File: src/rtl/sumador_pkg.sv
// Shared operation codes for the add/subtract/accumulate datapath.
package sumador_pkg;

  localparam logic [1:0] MODE_ADD = 2'b00;
  localparam logic [1:0] MODE_SUB = 2'b01;
  localparam logic [1:0] MODE_ACC = 2'b10;
  localparam logic [1:0] MODE_CLR = 2'b11;

endpackage

File: src/rtl/sumador_alu.sv
// Combinational core: computes the result, overflow flag and accumulator update for one operation.
module sumador_alu
  import sumador_pkg::*;
#(
  parameter int WIDTH = 5,
  parameter int SAT   = 0
) (
  input  logic [1:0]       mode,
  input  logic [WIDTH-1:0] a,
  input  logic [WIDTH-1:0] b,
  input  logic [WIDTH:0]   acc_q,
  output logic [WIDTH:0]   res,
  output logic             ovf,
  output logic [WIDTH:0]   acc_nxt,
  output logic             acc_we
);

  logic [WIDTH+1:0] acc_sum;

  // One guard bit above the accumulator exposes the carry out of the accumulate.
  assign acc_sum = {1'b0, acc_q} + {2'b00, a};

  always_comb begin
    res     = '0;
    ovf     = 1'b0;
    acc_nxt = acc_q;
    acc_we  = 1'b0;
    case (mode)
      MODE_ADD: begin
        res = {1'b0, a} + {1'b0, b};
      end
      MODE_SUB: begin
        res = {1'b0, a} - {1'b0, b};
        ovf = (a < b);
      end
      MODE_ACC: begin
        ovf     = acc_sum[WIDTH+1];
        acc_nxt = ((SAT != 0) && acc_sum[WIDTH+1]) ? '1 : acc_sum[WIDTH:0];
        res     = acc_nxt;
        acc_we  = 1'b1;
      end
      MODE_CLR: begin
        acc_nxt = '0;
        acc_we  = 1'b1;
      end
    endcase
  end

endmodule

File: src/rtl/sumador_acc_pipe.sv
// Add/subtract/accumulate unit with valid/ready on both sides and a single registered output slot.
module sumador_acc_pipe #(
  parameter int WIDTH = 5,
  parameter int SAT   = 0,
  parameter int CNT_W = 8
) (
  input  logic             clk,
  input  logic             rst,
  input  logic             in_valid,
  output logic             in_ready,
  input  logic [1:0]       mode,
  input  logic [WIDTH-1:0] a,
  input  logic [WIDTH-1:0] b,
  output logic             out_valid,
  input  logic             out_ready,
  output logic [WIDTH:0]   c,
  output logic             ovf,
  output logic [WIDTH:0]   acc_q,
  output logic [CNT_W-1:0] res_cnt
);

  logic             valid_q, valid_d;
  logic [WIDTH:0]   c_q, c_d;
  logic             ovf_q, ovf_d;
  logic [WIDTH:0]   accum_q, accum_d;
  logic [CNT_W-1:0] cnt_q, cnt_d;

  logic             accept;
  logic             deliver;
  logic [WIDTH:0]   alu_res;
  logic             alu_ovf;
  logic [WIDTH:0]   alu_acc_nxt;
  logic             alu_acc_we;

  sumador_alu #(
    .WIDTH (WIDTH),
    .SAT   (SAT)
  ) u_alu (
    .mode    (mode),
    .a       (a),
    .b       (b),
    .acc_q   (accum_q),
    .res     (alu_res),
    .ovf     (alu_ovf),
    .acc_nxt (alu_acc_nxt),
    .acc_we  (alu_acc_we)
  );

  // The slot can refill in the same cycle it drains, giving full throughput.
  assign in_ready = !valid_q || out_ready;
  assign accept   = in_valid && in_ready;
  assign deliver  = valid_q && out_ready;

  always_comb begin
    valid_d = valid_q;
    c_d     = c_q;
    ovf_d   = ovf_q;
    accum_d = accum_q;
    cnt_d   = cnt_q;
    if (deliver) begin
      cnt_d   = cnt_q + 1'b1;
      valid_d = 1'b0;
    end
    if (accept) begin
      valid_d = 1'b1;
      c_d     = alu_res;
      ovf_d   = alu_ovf;
      if (alu_acc_we) begin
        accum_d = alu_acc_nxt;
      end
    end
  end

  always_ff @(posedge clk) begin
    if (rst) begin
      valid_q <= 1'b0;
      c_q     <= '0;
      ovf_q   <= 1'b0;
      accum_q <= '0;
      cnt_q   <= '0;
    end else begin
      valid_q <= valid_d;
      c_q     <= c_d;
      ovf_q   <= ovf_d;
      accum_q <= accum_d;
      cnt_q   <= cnt_d;
    end
  end

  assign out_valid = valid_q;
  assign c         = c_q;
  assign ovf       = ovf_q;
  assign acc_q     = accum_q;
  assign res_cnt   = cnt_q;

endmodule
File: config.mk
export PLATFORM = sky130hd
export DESIGN_NAME = sumador_acc_pipe
export DESIGN_NICKNAME = d
export VERILOG_FILES = /design/src/rtl/sumador_pkg.sv /design/src/rtl/sumador_alu.sv /design/src/rtl/sumador_acc_pipe.sv
export SDC_FILE = /design/constraint.sdc
export NUM_CORES = 1
export LEC_CHECK = 0
export CAP_MARGIN = 20
export CORE_ASPECT_RATIO = 0.75
export CORE_UTILIZATION = 40
export CTS_CLUSTER_DIAMETER = 30
export DETAILED_ROUTE_END_ITERATION = 6
export PLACE_DENSITY_LB_ADDON = 0.2
export REMOVE_ABC_BUFFERS = 1
export SLEW_MARGIN = 25
export SYNTH_ARGS = -nofsm -noshare
export SYNTH_HDL_FRONTEND = slang
export SYNTH_SLANG_ARGS = --single-unit
File: constraint.sdc
create_clock -name clk -period 4.7 [get_ports clk]
set_clock_uncertainty 0.05 [all_clocks]
set_input_delay 1.41 -clock clk [delete_from_list [all_inputs] [get_ports clk]]
set_output_delay 1.41 -clock clk [all_outputs]
set_load 0.1 [all_outputs]
==> results.md <==
* Num CTS Buffers at 3
* Crit. End Element: output pin
* Total Power Consumption at 492 uW
* Gr ovfl total at 0
* Max stage delay on crit path at 0.47 ns
* Fin nets at 255
* GRT Total Usage at 19.7%
* CTS Root Cell: clkbuf_8
* #FFs+latches synth at 22
* Synth Instances at 179
* Die width at 73.6 um
* Initial antenna violation count at 0
* DP Cell Count at 263
* PostCTS Resize Cnt at 0
* CP startpoint kind: input pin
* Outcome: finished, final reports clean
* First-pass GRT wire length at 6.25 mm
* Slowest-stage cell, CP: clkdlybuf4s50_1
* DRT iter0 DRCs at 72
* Pre-CTS WS at 0.929 ns
* Port Buffers at 38
* Worst EP arrival at 2.32 ns
* CTS tree: done
* WP data required at 3.24 ns
* Pre-Repair DR Iteration Count at 4
* Yosys warnings at 0
* Setup Fix Bufs, Post-CTS at 0
* Kind of critical path: in -> out
* Via density per instance at 5.26
* Bufs and invs on worst path at 2
* # fillers at 345
* Die Area at 4100 um^2
* Post-Syn Area at 1540 um^2
* Die height at 55.7 um
* Area after DPL at 1970 um^2
* Final hold violation count at 0
* Unique masters post-synth at 38
* Largest net degree at the start of global routing at 25
* Post-synthesis sequential area ratio at 28.6%
* Final cell count without fillers at 267
* Leakage at 0.000833 uW
* CP delay by family, top: buffers and inverters
* Initial core utilization at 42.0%
* Rel. slew slack at 33.9%
* Clock slew at reported path FFs at 0.07 ns
* PnR worst setup slack at 0.921 ns
* Worst hold path type: reg -> reg
* Share of cells above drive strength 1 at 4.65%
* Syn avg cell area at 8.60 um^2
* Time the worst path needs with I/O delays and setup at 3.78 ns
* Cell Rows at 19
* Area Growth Syn to Fin at 31.6%
* Vias in the first global route at 1339
* HPWL after detailed placement at 2.85 mm
* Hold-fix buffers, CTS at 0
* Final Cycle Share at 80.4%
* Final ANT Viol Nets at 0
* # diodes at 0
* Worst vdd ir at 199 uV
* Clk sinks at 22
* Fin area at 2030 um^2
* Pins Over Slew Limit at 0
* DRC at 0
* Total negative slack at 0 ns
* WL final at 3.60 mm
* Max clock buf depth at 2
* Wire length per cell at 13.5 um
* Measured slew at the worst slew-check pin at 0.989 ns
* Via count at 1404
* Crit-path cells: clkdlybuf4s50_1 > nand2b_1 > buf_12
* Fmax at 0.265 GHz
* Clock latency on the worst-skew pair at 0.27 ns
* Top fanout value on the critical path at 4
* Core area at 3660 um^2
* Max-cap violations at 0
* Final count of negative-setup-slack endpoints at 0
* Routability cong. at 0.803
* Pwr dens at 243 nW/um^2
* H-tree depth at 1
* RSZ-0062 raised after global routing: false
* IO Count at 39
-- state kept, by name, summed over array words and instances (netlist names) --
signal and flops:
res_cnt 8, acc_q 6, c 6, out_valid 1, ovf 1
-- cell usage after synthesis, drive strengths merged --
cell type / n / area, um^2
dfxtp: 22 / 440
ha: 20 / 250
a21oi: 17 / 85.1
inv: 17 / 63.8
nor2: 17 / 66.3
nand2: 11 / 41.3
xor2: 8 / 70.1
a32oi: 6 / 52.6
nand2b: 6 / 37.5
xnor2: 5 / 43.8
buf: 4 / 20.0
nand3: 4 / 20.0
o21ai: 4 / 20.0
a22oi: 3 / 22.5
clkbuf: 3 / 11.3
fa: 3 / 60.1
mux2i: 3 / 30.0
nand4: 3 / 25.0
o21bai: 3 / 22.5
or3: 3 / 18.8
a221oi: 2 / 23.8
o211ai: 2 / 15.0
o22ai: 2 / 12.5
a2111oi: 1 / 8.76
a211oi: 1 / 7.51
a21boi: 1 / 7.51
a311oi: 1 / 8.76
a31oi: 1 / 6.26
and2: 1 / 6.26
and3: 1 / 6.26
nand3b: 1 / 7.51
o221ai: 1 / 8.76
o32a: 1 / 10.0
o41ai: 1 / 8.76
-- path summary, 6_finish.rpt --
| path | from | cells past startpoint | endpoint | slack (ns) |
|---|---|---|---|---|
| min reg2reg | acc_q[0] | 2 | acc_q[0] | 0.44 |
| min | acc_q[0] | 2 | acc_q[0] | 0.44 |
| max reg2reg | out_valid | 6 | c[3] | 2.79 |
| max | out_ready | 3 | in_ready | 0.92 |
-- logic make-up after synthesis --
| logic type | after synthesis | share of synthesized area (%) |
|---|---|---|
| multiplexers | 3 | 1.95 |
| adder cells (fa/ha/maj) | 23 | 20.2 |
| buffers and inverters | 24 | 6.18 |
| flip-flops | 22 | 28.6 |
| AND/OR/NAND/NOR | 47 | 14.9 |
| AO/OA/AOI/OAI | 47 | 20.8 |
| XOR/XNOR | 13 | 7.40 |
-- tightest hold or removal path: stages, from the launching register on --
cell and delay, ns:
dfxtp_1 0.33, nand2_1 0.06, a21oi_1 0.06
-- power by group --
group | leakage, uW | internal, uW | switching, uW
logic | 0.000626 | 56.1 | 102
registers | 0.000178 | 192 | 4.72
clock network | 0.0000288 | 74.8 | 62.7
-- per-layer routing --
metal	track usage [%]	up-vias	share of wire, %
met5	0	-	0
met4	7.14	0	1.3
met3	4.71	5	6.1
met2	28.8	43	45
met1	27.9	652	48
li1	-	704	-
-- cell type report --
| class | instances | area (um^2) | area share (%) |
|---|---|---|---|
| flip-flops and latches | 22 | 440 | 21.7 |
| well taps | 52 | 65.1 | 3.21 |
| repair buffers | 39 | 398 | 19.6 |
| multi-input cells | 133 | 1000 | 49.5 |
| inverters | 17 | 63.8 | 3.15 |
| clock buffers | 4 | 55.1 | 2.72 |
-- cell usage in the layout (no fill, tap or decap), types with 2 or more instances in the layout --
| cell type | Yosys | layout |
|---|---|---|
| a21oi_1 | 17 | 17 |
| a22oi_1 | 3 | 3 |
| a32oi_1 | 6 | 6 |
| clkbuf_8 | 0 | 4 |
| clkdlybuf4s50_1 | 0 | 37 |
| dfxtp_1 | 22 | 22 |
| fa_1 | 3 | 3 |
| ha_1 | 20 | 20 |
| inv_1 | 16 | 16 |
| mux2i_1 | 3 | 3 |
| nand2_1 | 11 | 11 |
| nand2b_1 | 6 | 6 |
| nand3_1 | 4 | 4 |
| nand4_1 | 2 | 2 |
| nor2_1 | 16 | 16 |
| o211ai_1 | 2 | 2 |
| o21ai_0 | 4 | 4 |
| o21bai_1 | 3 | 3 |
| o22ai_1 | 2 | 2 |
| or3_1 | 3 | 3 |
| xnor2_1 | 5 | 5 |
| xor2_1 | 8 | 8 |
-- through the flow --
stage          hold WS (ns)  util [%]
6_report              0.441      55.3
5_1_grt               0.476      55.3
4_1_cts               0.450      55.3
3_5_place_dp          0.435      53.8
3_3_place_gp          0.418      53.8
2_1_floorplan         0.845         -
Note: power is estimated with default switching activity, not from simulation.
